**config.mk**
```make
export PLATFORM = sky130hd
export DESIGN_NAME = fifo_wr_arb
export DESIGN_NICKNAME = d
export VERILOG_FILES = /design/src/rtl/fifo_wr_arb_pkg.sv /design/src/rtl/fifo_wr_arb_rr_pick.sv /design/src/rtl/fifo_wr_arb.sv
export SDC_FILE = /design/constraint.sdc
export NUM_CORES = 1
export LEC_CHECK = 0
export ABC_AREA = 1
export BUFFER_PORTS_ARGS = -buffer_cell sky130_fd_sc_hd__clkbuf_2
export CORE_MARGIN = 2
export CORE_UTILIZATION = 36
export CTS_BUF_LIST = sky130_fd_sc_hd__clkbuf_16
export CTS_CLUSTER_DIAMETER = 30
export DETAILED_ROUTE_END_ITERATION = 16
export PLACE_DENSITY = 0.87
export REMOVE_ABC_BUFFERS = 1
export SLEW_MARGIN = 20
export SYNTH_ARGS = -nofsm -noshare
export SYNTH_HDL_FRONTEND = slang
export SYNTH_SLANG_ARGS = --single-unit
```
**constraint.sdc**
```tcl
create_clock -name clk -period 1.6 [get_ports clk]
set_clock_uncertainty 0.1 [all_clocks]
set_input_delay 0.08 -clock clk [delete_from_list [all_inputs] [get_ports clk]]
set_output_delay 0.08 -clock clk [all_outputs]
set_load 0.03 [all_outputs]
```
**src/rtl/fifo_wr_arb_pkg.sv**
```systemverilog
// fifo_wr_arb_pkg
//   Shared types and helpers for the FIFO write arbiter.
//   state_t : arbiter FSM state encoding
//   idw_f   : width of the source-ID field, max(1, clog2(nreq))
package fifo_wr_arb_pkg;

  typedef enum logic {
    IDLE  = 1'b0,
    BURST = 1'b1
  } state_t;

  function automatic int idw_f(input int nreq);
    int w;
    w = $clog2(nreq);
    return (w < 1) ? 1 : w;
  endfunction

endpackage

```
**src/rtl/fifo_wr_arb_rr_pick.sv**
```systemverilog
// rr_pick
//   Round-robin selector: returns the first set bit of req, scanning
//   upward from start and wrapping at NREQ.
// Ports:
//   req   in  NREQ  request vector
//   start in  IDW   index with highest priority
//   idx   out IDW   selected index (0 when none found)
//   found out 1     at least one request set
module rr_pick
  import fifo_wr_arb_pkg::*;
#(
  parameter int NREQ = 4,
  parameter int IDW  = idw_f(NREQ)
) (
  input  logic [NREQ-1:0] req,
  input  logic [IDW-1:0]  start,
  output logic [IDW-1:0]  idx,
  output logic            found
);

  logic [IDW-1:0] cand;

  // Scan from the farthest offset down to offset 0 so the candidate
  // closest to start is the last one written and therefore wins.
  always_comb begin
    idx   = '0;
    found = 1'b0;
    cand  = '0;
    for (int k = NREQ - 1; k >= 0; k--) begin
      cand = IDW'((32'(start) + 32'(k)) % 32'(NREQ));
      if (req[cand]) begin
        idx   = cand;
        found = 1'b1;
      end
    end
  end

endmodule

```
**src/rtl/fifo_wr_arb.sv**
```systemverilog
// fifo_wr_arb
//   Arbitrates NREQ beat streams into one FIFO write port. A requester is
//   granted round-robin and may deliver up to MAX_BURST beats before the
//   grant is released; each release costs one idle cycle.
// Optional feature: define FIFO_WR_ARB_STATS_EN to build the per-requester
//   saturating accepted-beat counters; otherwise stat_cnt is tied to 0.
// Ports:
//   clk        in   1            system clock
//   rst        in   1            synchronous reset, active low
//   req_valid  in   NREQ         per-requester beat valid
//   req_data   in   NREQ*WIDTH   payloads, requester i at [i*WIDTH +: WIDTH]
//   req_ready  out  NREQ         per-requester beat accept (combinational)
//   wr_en      out  1            FIFO write strobe, one cycle after accept
//   din        out  WIDTH+IDW    {source id, payload}
//   prog_full  in   1            FIFO backpressure
//   stat_cnt   out  NREQ*32      accepted-beat counters, requester i at [i*32 +: 32]
//
// state | meaning
// IDLE  | no grant; pick next requester from rr_ptr
// BURST | requester 'grant' owns the FIFO write port
module fifo_wr_arb
  import fifo_wr_arb_pkg::*;
#(
  parameter  int WIDTH     = 8,
  parameter  int NREQ      = 4,
  parameter  int MAX_BURST = 4,
  localparam int IDW       = idw_f(NREQ)
) (
  input  logic                  clk,
  input  logic                  rst,
  input  logic [NREQ-1:0]       req_valid,
  input  logic [NREQ*WIDTH-1:0] req_data,
  output logic [NREQ-1:0]       req_ready,
  output logic                  wr_en,
  output logic [WIDTH+IDW-1:0]  din,
  input  logic                  prog_full,
  output logic [NREQ*32-1:0]    stat_cnt
);

  localparam int CW = $clog2(MAX_BURST + 1);

  state_t           state, state_nxt;
  logic [IDW-1:0]   grant, grant_nxt;
  logic [IDW-1:0]   rr_ptr, rr_ptr_nxt;
  logic [CW-1:0]    burst_cnt, burst_cnt_nxt;
  logic [IDW-1:0]   pick_idx;
  logic             pick_found;
  logic             gnt_valid;
  logic             accept;
  logic             last_beat;
  logic [WIDTH-1:0] gnt_data;

  rr_pick #(
    .NREQ (NREQ),
    .IDW  (IDW)
  ) u_rr_pick (
    .req   (req_valid),
    .start (rr_ptr),
    .idx   (pick_idx),
    .found (pick_found)
  );

  always_comb begin
    gnt_data = '0;
    for (int i = 0; i < NREQ; i++) begin
      if (grant == IDW'(i)) gnt_data = req_data[i*WIDTH +: WIDTH];
    end
  end

  assign gnt_valid = req_valid[grant];
  assign accept    = (state == BURST) && !prog_full && gnt_valid;
  assign last_beat = (burst_cnt == CW'(MAX_BURST - 1));

  always_comb begin
    req_ready = '0;
    if ((state == BURST) && !prog_full) req_ready[grant] = 1'b1;
  end

  // Under prog_full the whole BURST branch is frozen: no accept, no count
  // change, and a low valid does not release the grant.
  always_comb begin
    state_nxt     = state;
    grant_nxt     = grant;
    rr_ptr_nxt    = rr_ptr;
    burst_cnt_nxt = burst_cnt;
    case (state)
      IDLE: begin
        if (pick_found) begin
          state_nxt     = BURST;
          grant_nxt     = pick_idx;
          burst_cnt_nxt = '0;
        end
      end
      BURST: begin
        if (!prog_full) begin
          if (accept) burst_cnt_nxt = burst_cnt + 1'b1;
          if ((accept && last_beat) || !gnt_valid) begin
            state_nxt  = IDLE;
            rr_ptr_nxt = (grant == IDW'(NREQ - 1)) ? '0 : grant + 1'b1;
          end
        end
      end
      default: state_nxt = IDLE;
    endcase
  end

  always_ff @(posedge clk) begin
    if (!rst) begin
      state     <= IDLE;
      grant     <= '0;
      rr_ptr    <= '0;
      burst_cnt <= '0;
    end else begin
      state     <= state_nxt;
      grant     <= grant_nxt;
      rr_ptr    <= rr_ptr_nxt;
      burst_cnt <= burst_cnt_nxt;
    end
  end

  // Reset wins over an accept in the same cycle, so that beat is dropped.
  always_ff @(posedge clk) begin
    if (!rst) begin
      wr_en <= 1'b0;
      din   <= '0;
    end else begin
      wr_en <= accept;
      if (accept) din <= {grant, gnt_data};
    end
  end

`ifdef FIFO_WR_ARB_STATS_EN
  logic [31:0] stat_q [NREQ];

  always_ff @(posedge clk) begin
    if (!rst) begin
      for (int i = 0; i < NREQ; i++) stat_q[i] <= '0;
    end else if (accept && (stat_q[grant] != 32'hFFFF_FFFF)) begin
      stat_q[grant] <= stat_q[grant] + 32'd1;
    end
  end

  for (genvar g = 0; g < NREQ; g++) begin : g_stat
    assign stat_cnt[g*32 +: 32] = stat_q[g];
  end
`else
  assign stat_cnt = '0;
`endif

endmodule

```
==> flow_summary.ini, run 1 <==
[yosys]
synth_seq_area_share_pct = 17.1
ys_ff_latch = 19
netlist_area_mm2 = 0.00222
synth.avg_cell_area_um2 = 6.94
synth.distinct_cells = 28
synth_cells = 320
yosys_warnings = 0

[cts]
cts.path.max_buffers = 2
cts_inserted_buffers = 3
cts_sinks = 19
clk_pin_slew_worst_paths_ps = 60
cts_tree = built
clk_latency_ps = 250
cts.htree.levels = 1
root_buffer = clkbuf_16

[pwr]
power_mw = 2.27
p_leak_nw = 1.35
power_density_mw_per_mm2 = 953
peakVddDrop_v = 0.000639

[min_path]
min_path_type = input port to flop
min-delay-start = req_data[25]
worstHoldPathCells = 3
holdPathEnd = din[1]

[global_routing]
grt_use_total_pct = 12.4
grt_overflow = 0
grt_max_degree = 15
antenna_found_initial = 0
grt_pass1_wl_um = 6580
grt_pass1_vias = 1479

[sta]
fin_crit_sh_pct = 97.4
finalCriticalPeriod_ps = 1560
fin_ws_ps = 41.1
setup_violations = 0
holdWs_ps = 13.5
fmaxAchievable_ghz = 0.641
hold_violations = 0
rsz0062_at_grt = yes
slew_viol_final = 0

[worst_setup_path]
worstPathRequired_ps = 1680
r2r_end = grant[0]
worst_setup_path_end_kind = flop
r2r-start = rr_ptr[0]
crit_fanout = 6
arrival_ps = 1640
start_kind = flop
crit_path_start = rr_ptr[0]
r2r_setup_slack_ps = 40
path_class = flop to flop
rr_worst_depth = 12

[finish]
stdcell_count = 454
drive_gt1_share_pct = 29.6
layout_common_cells = conb_1, clkbuf_2, nand2_1
area_growth_pct = 7.27
diodes = 0
final_common_cell = conb_1
final_net_count = 425

[detailed_routing]
drt_pass1_iterations = 4
ant_nets = 0
drcViolationCount = 0
drt_iter0_drc = 44
viasPerCell = 4.11
num_vias = 1868
wl_um = 4870
avgRoutedWirePerCell_um = 10.7

[floorplanning]
initial_core_util_pct = 37.3
die_h_um = 82.5
fp.dieArea_mm2 = 0.00681
io_pins = 182
coreArea_mm2 = 0.00596
row_count = 28
fp.dieW_um = 82.5

[flow_run]
drv_cap = 0

[placed_design]
place_hpwl_um = 3750
portBuffers = 53
dpl_worst_slack_ps = -114
gp_congestion = 0.982
place_inst = 447

[run_status]
status = complete, no violations
-- report_power, final --
part	leakage (nW)	switching [mW]	internal, mW
registers	0.158	0.0384	0.522
logic	1.15	0.885	0.312
clock network	0.0409	0.179	0.335
-- kinds of logic (layout without fill, tap and decap cells) --
| kind of cell | count (synthesis) | after routing | share of synthesized area, % |
|---|---|---|---|
| compound gates | 62 | 62 | 15.2 |
| simple gates | 78 | 78 | 15.6 |
| fa+ha+maj | 6 | 6 | 3.38 |
| flops | 19 | 19 | 17.1 |
| buf+inv | 154 | 86 | 48.5 |
| other cells | 1 | 128 | 0.169 |
-- how the worst max path moves through the flow --
stage / end / slack (ps) / cells past startpoint
final: grant[0] / 40 / 12
after global routing: grant[0] / -60 / 12
after CTS: req_ready[2] / 20 / 5
after detailed placement: din[7] / -110 / 8
after global placement: din[7] / -110 / 8
after floorplan: req_ready[2] / -20 / 4
-- cell type report --
type	count	area, um2
Clock buffer	3	75.1
Clock inverter	1	5.00
Tap cell	75	93.8
Fill cell	597	3570
Multi-Input combinational cell	274	1350
Sequential cell	19	390
Timing Repair Buffer	63	383
Inverter	19	87.6
-- metrics by stage --
stage / cell area (um2) / util [%] / TNS, ps
after floorplan: 1700 / - / -37.2
after global placement: 2120 / 35.6 / -372
after detailed placement: 2120 / 35.6 / -618
after CTS: 2210 / 37.1 / 0
after global routing: 2380 / 40.0 / -170
final: 2380 / 40.0 / 0
-- state kept, by name, summed over array words and instances, names as in the netlist --
| register | flops |
|---|---|
| grant | 2 |
| din | 10 |
| wr_en | 1 |
| burst_cnt | 3 |
| rr_ptr | 2 |
| state | 1 |
-- worst max-delay path, cell delays in order (launching register included) --
cell	delay, ps
dfxtp_4	370
buf_12	120
inv_8	40
buf_6	120
nand2_2	60
nand3_2	70
nand2_1	80
nand3_2	70
nand2_2	100
nor2_2	50
nor2_2	90
nand2_1	80
a21oi_2	140
-- timing repair --
action,in CTS,in global routing
endpoints found under the setup margin,11,15
pin swaps,0,15
hold buffers,0,0
resized for setup,7,49
cloned,0,1
setup buffers,0,2
-- synth_stat cells --
cell type / instances / area (um2)
conb_1: 1 / 3.75
nand2_2: 5 / 31.3
buf_6: 1 / 11.3
o21a_1: 1 / 7.51
nand2_1: 50 / 188
inv_6: 1 / 8.76
nand3b_1: 2 / 15.0
inv_2: 3 / 11.3
ha_1: 6 / 75.1
nor2_4: 1 / 11.3
a21oi_1: 35 / 175
o21ai_0: 14 / 70.1
dfxtp_1: 19 / 380
or2_2: 1 / 6.26
clkinv_1: 2 / 7.51
buf_4: 129 / 968
and2_4: 1 / 8.76
a211oi_1: 1 / 7.51
nor2_2: 1 / 6.26
nor2_1: 10 / 37.5
or2_1: 1 / 6.26
clkbuf_1: 3 / 11.3
inv_1: 13 / 48.8
o21ai_1: 2 / 10.0
o211ai_1: 9 / 67.6
nand3_1: 5 / 25.0
buf_2: 2 / 10.0
nand2_4: 1 / 11.3
-- layer usage --
metal	part of all wire [%]	global-route usage [%]	up-vias	routed length (um)
met5	0	0	-	0
met4	2.4	7.54	0	119
met3	9.8	2.72	13	476
met2	52	20.4	136	2550
met1	35	14.7	835	1720
li1	-	-	884	-
Note: power is estimated with default switching activity, not from simulation.
==> run 2: changes to the inputs <==
--- a/config.mk
+++ b/config.mk
@@ -5,14 +5,13 @@
 export SDC_FILE = /design/constraint.sdc
 export NUM_CORES = 1
 export LEC_CHECK = 0
-export ABC_AREA = 1
 export BUFFER_PORTS_ARGS = -buffer_cell sky130_fd_sc_hd__clkbuf_2
 export CORE_MARGIN = 2
-export CORE_UTILIZATION = 36
+export CORE_UTILIZATION = 35
 export CTS_BUF_LIST = sky130_fd_sc_hd__clkbuf_16
 export CTS_CLUSTER_DIAMETER = 30
 export DETAILED_ROUTE_END_ITERATION = 16
-export PLACE_DENSITY = 0.87
+export PLACE_DENSITY = 0.77
 export REMOVE_ABC_BUFFERS = 1
 export SLEW_MARGIN = 20
 export SYNTH_ARGS = -nofsm -noshare
==> run 2 against run 1 <==
Largest power group unchanged; non-clock buffer count increased by 3; critical path depth is 8 lower; highest routed layer unchanged; the run now ends with negative hold slack left; synthesized cell count down 10%; critical endpoint is now rr_ptr[0]; sequential power fell by 8.2%; critical path type unchanged.
==> flow_summary.ini, run 2 <==
[detailed_routing]
avgRoutedWirePerCell_um = 11.0
wl_um = 4630
drt_pass1_iterations = 4
viasPerCell = 3.92
drt_iter0_drc = 58
drcViolationCount = 0
num_vias = 1659
ant_nets = 0

[cts]
root_buffer = clkbuf_16
cts_sinks = 19
cts_tree = built
cts.path.max_buffers = 2
cts_inserted_buffers = 3
cts.htree.levels = 1
clk_pin_slew_worst_paths_ps = 60
clk_latency_ps = 250

[yosys]
yosys_warnings = 0
synth_top_cell_by_area = buf_4
netlist_area_mm2 = 0.00214
synth_flop_cell = dfxtp_1
synth_cells = 288
ys_ff_latch = 19
synth_seq_area_share_pct = 17.8
netlist.area_leader.share_pct = 44.9
synth-edff-count = 0
synth.avg_cell_area_um2 = 7.43
synthArstFlopShare_pct = 0
ys_top_cells_by_area = buf_4, dfxtp_1, a21oi_1
synth.distinct_cells = 31
yosysMostFrequentCell = buf_4
synth_common_cells = buf_4, a21oi_1, dfxtp_1, o21ai_0, nand2_1

[finish]
final_net_count = 394
drive_gt1_share_pct = 27.0
layout_common_cells = conb_1, clkbuf_2, a21oi_1
area_growth_pct = 8.30
largestRegisters = din (10), burst_cnt (3)
diodes = 0
final_common_cell = conb_1
post-route-util_pct = 39.1
largest_register_ffs = 10
top_register = din

[global_routing]
grt_overflow = 0
grt_pass1_vias = 1280
grt_use_total_pct = 11.5
grt_max_degree = 22
grt_pass1_wl_um = 5960
antenna_found_initial = 0

[sta]
setup_violations = 0
hold_violations = 2
finalCriticalPeriod_ps = 1600
fmaxAchievable_ghz = 0.626
fin_crit_sh_pct = 99.8
fin_ws_ps = 2.97
slew_viol_final = 0
holdWs_ps = -7.58
rsz0062_at_grt = yes

[pwr]
p_leak_nw = 1.27
power_mw = 1.77
power_density_mw_per_mm2 = 765
peakVddDrop_v = 0.000398

[worst_setup_path]
worst_setup_path_end_kind = flop
path_class = flop to flop
crit_fanout = 6
arrival_ps = 1680
worstPathRequired_ps = 1680
start_kind = flop

[floorplanning]
fp.dieArea_mm2 = 0.00675
row_count = 28
fp.dieW_um = 82.2
initial_core_util_pct = 36.1
io_pins = 182
coreArea_mm2 = 0.00592
die_h_um = 82.2

[run_status]
status = finished, violations left
violations = negative hold slack

[placed_design]
gp_congestion = 0.790
dpl_worst_slack_ps = -94.3
portBuffers = 53
place_hpwl_um = 3560

[flow_run]
drv_cap = 0

[min_path]
min_path_type = input port to flop
run 2: cell types whose count changed after synthesis, moves of 5 or more:
cell,before,now
o21ai_0,14,19
a221oi_1,0,8
a21oi_1,35,19
o211ai_1,9,0
nand2_1,50,17
run 2: what timing repair did:
action                                  4_1_cts  5_1_grt
hold buffers                                  2        1
buffers inserted                              0        1
gates cloned                                  0        2
resized for setup                            10       31
pin swaps                                     1        9
endpoints found under the setup margin       13       18
hold endpoints to repair                      2        1
run 2: final cells by class:
type | instances | area, um2
Sequential cell | 19 | 388
Tap cell | 75 | 93.8
Clock inverter | 1 | 5.00
Multi-Input combinational cell | 243 | 1280
Timing Repair Buffer | 66 | 412
Inverter | 16 | 60.1
Clock buffer | 3 | 75.1
Fill cell | 631 | 3600
run 2: through the flow:
stage | instance area (um2) | instances | TNS [ps]
finish | 2320 | 423 | 0
global route | 2320 | 423 | -537
CTS | 2200 | 419 | -7.12
detailed placement | 2060 | 413 | -614
global placement | 2060 | 413 | -214
floorplan | 1600 | 276 | -0.378
run 2: path summary, 6_finish.rpt:
path                      from  cells after the start  slack [ps]        end
setup / recovery      grant[1]                      4           3  rr_ptr[0]
hold reg to reg         din[8]                      2         380     din[8]
setup reg to reg      grant[1]                      4           3  rr_ptr[0]
hold / removal    req_data[30]                      3          -8     din[6]
run 2: cell families (layout without fill, tap and decap cells):
group,after synthesis,in the layout,share of synthesized area (%)
compound gates,56,56,16.0
buf+inv,155,86,50.4
simple gates,50,52,11.2
mux,1,1,1.05
fa+ha+maj,6,6,3.51
flops,19,19,17.8
other cells,1,128,0.175
run 2: routing by layer:
metal	up-vias	GRT usage, %	part of all wire, %
met5	-	0	0
met4	0	1.17	0.22
met3	2	3.48	8.0
met2	86	21.9	54
met1	771	12.9	37
li1	800	-	-
run 2: report_power, final:
group | total, mW | switching, mW | internal (mW)
logic | 0.743 | 0.592 | 0.152
clock network | 0.515 | 0.181 | 0.335
registers | 0.515 | 0.0192 | 0.495
total | 1.77 | 0.791 | 0.982
run 2: worst max-delay path, stage by stage, from the launching register on:
cell      delay (ps)
dfxtp_4          370
mux4_2           610
a21boi_4         260
nand3_1          100
o21ai_0           90
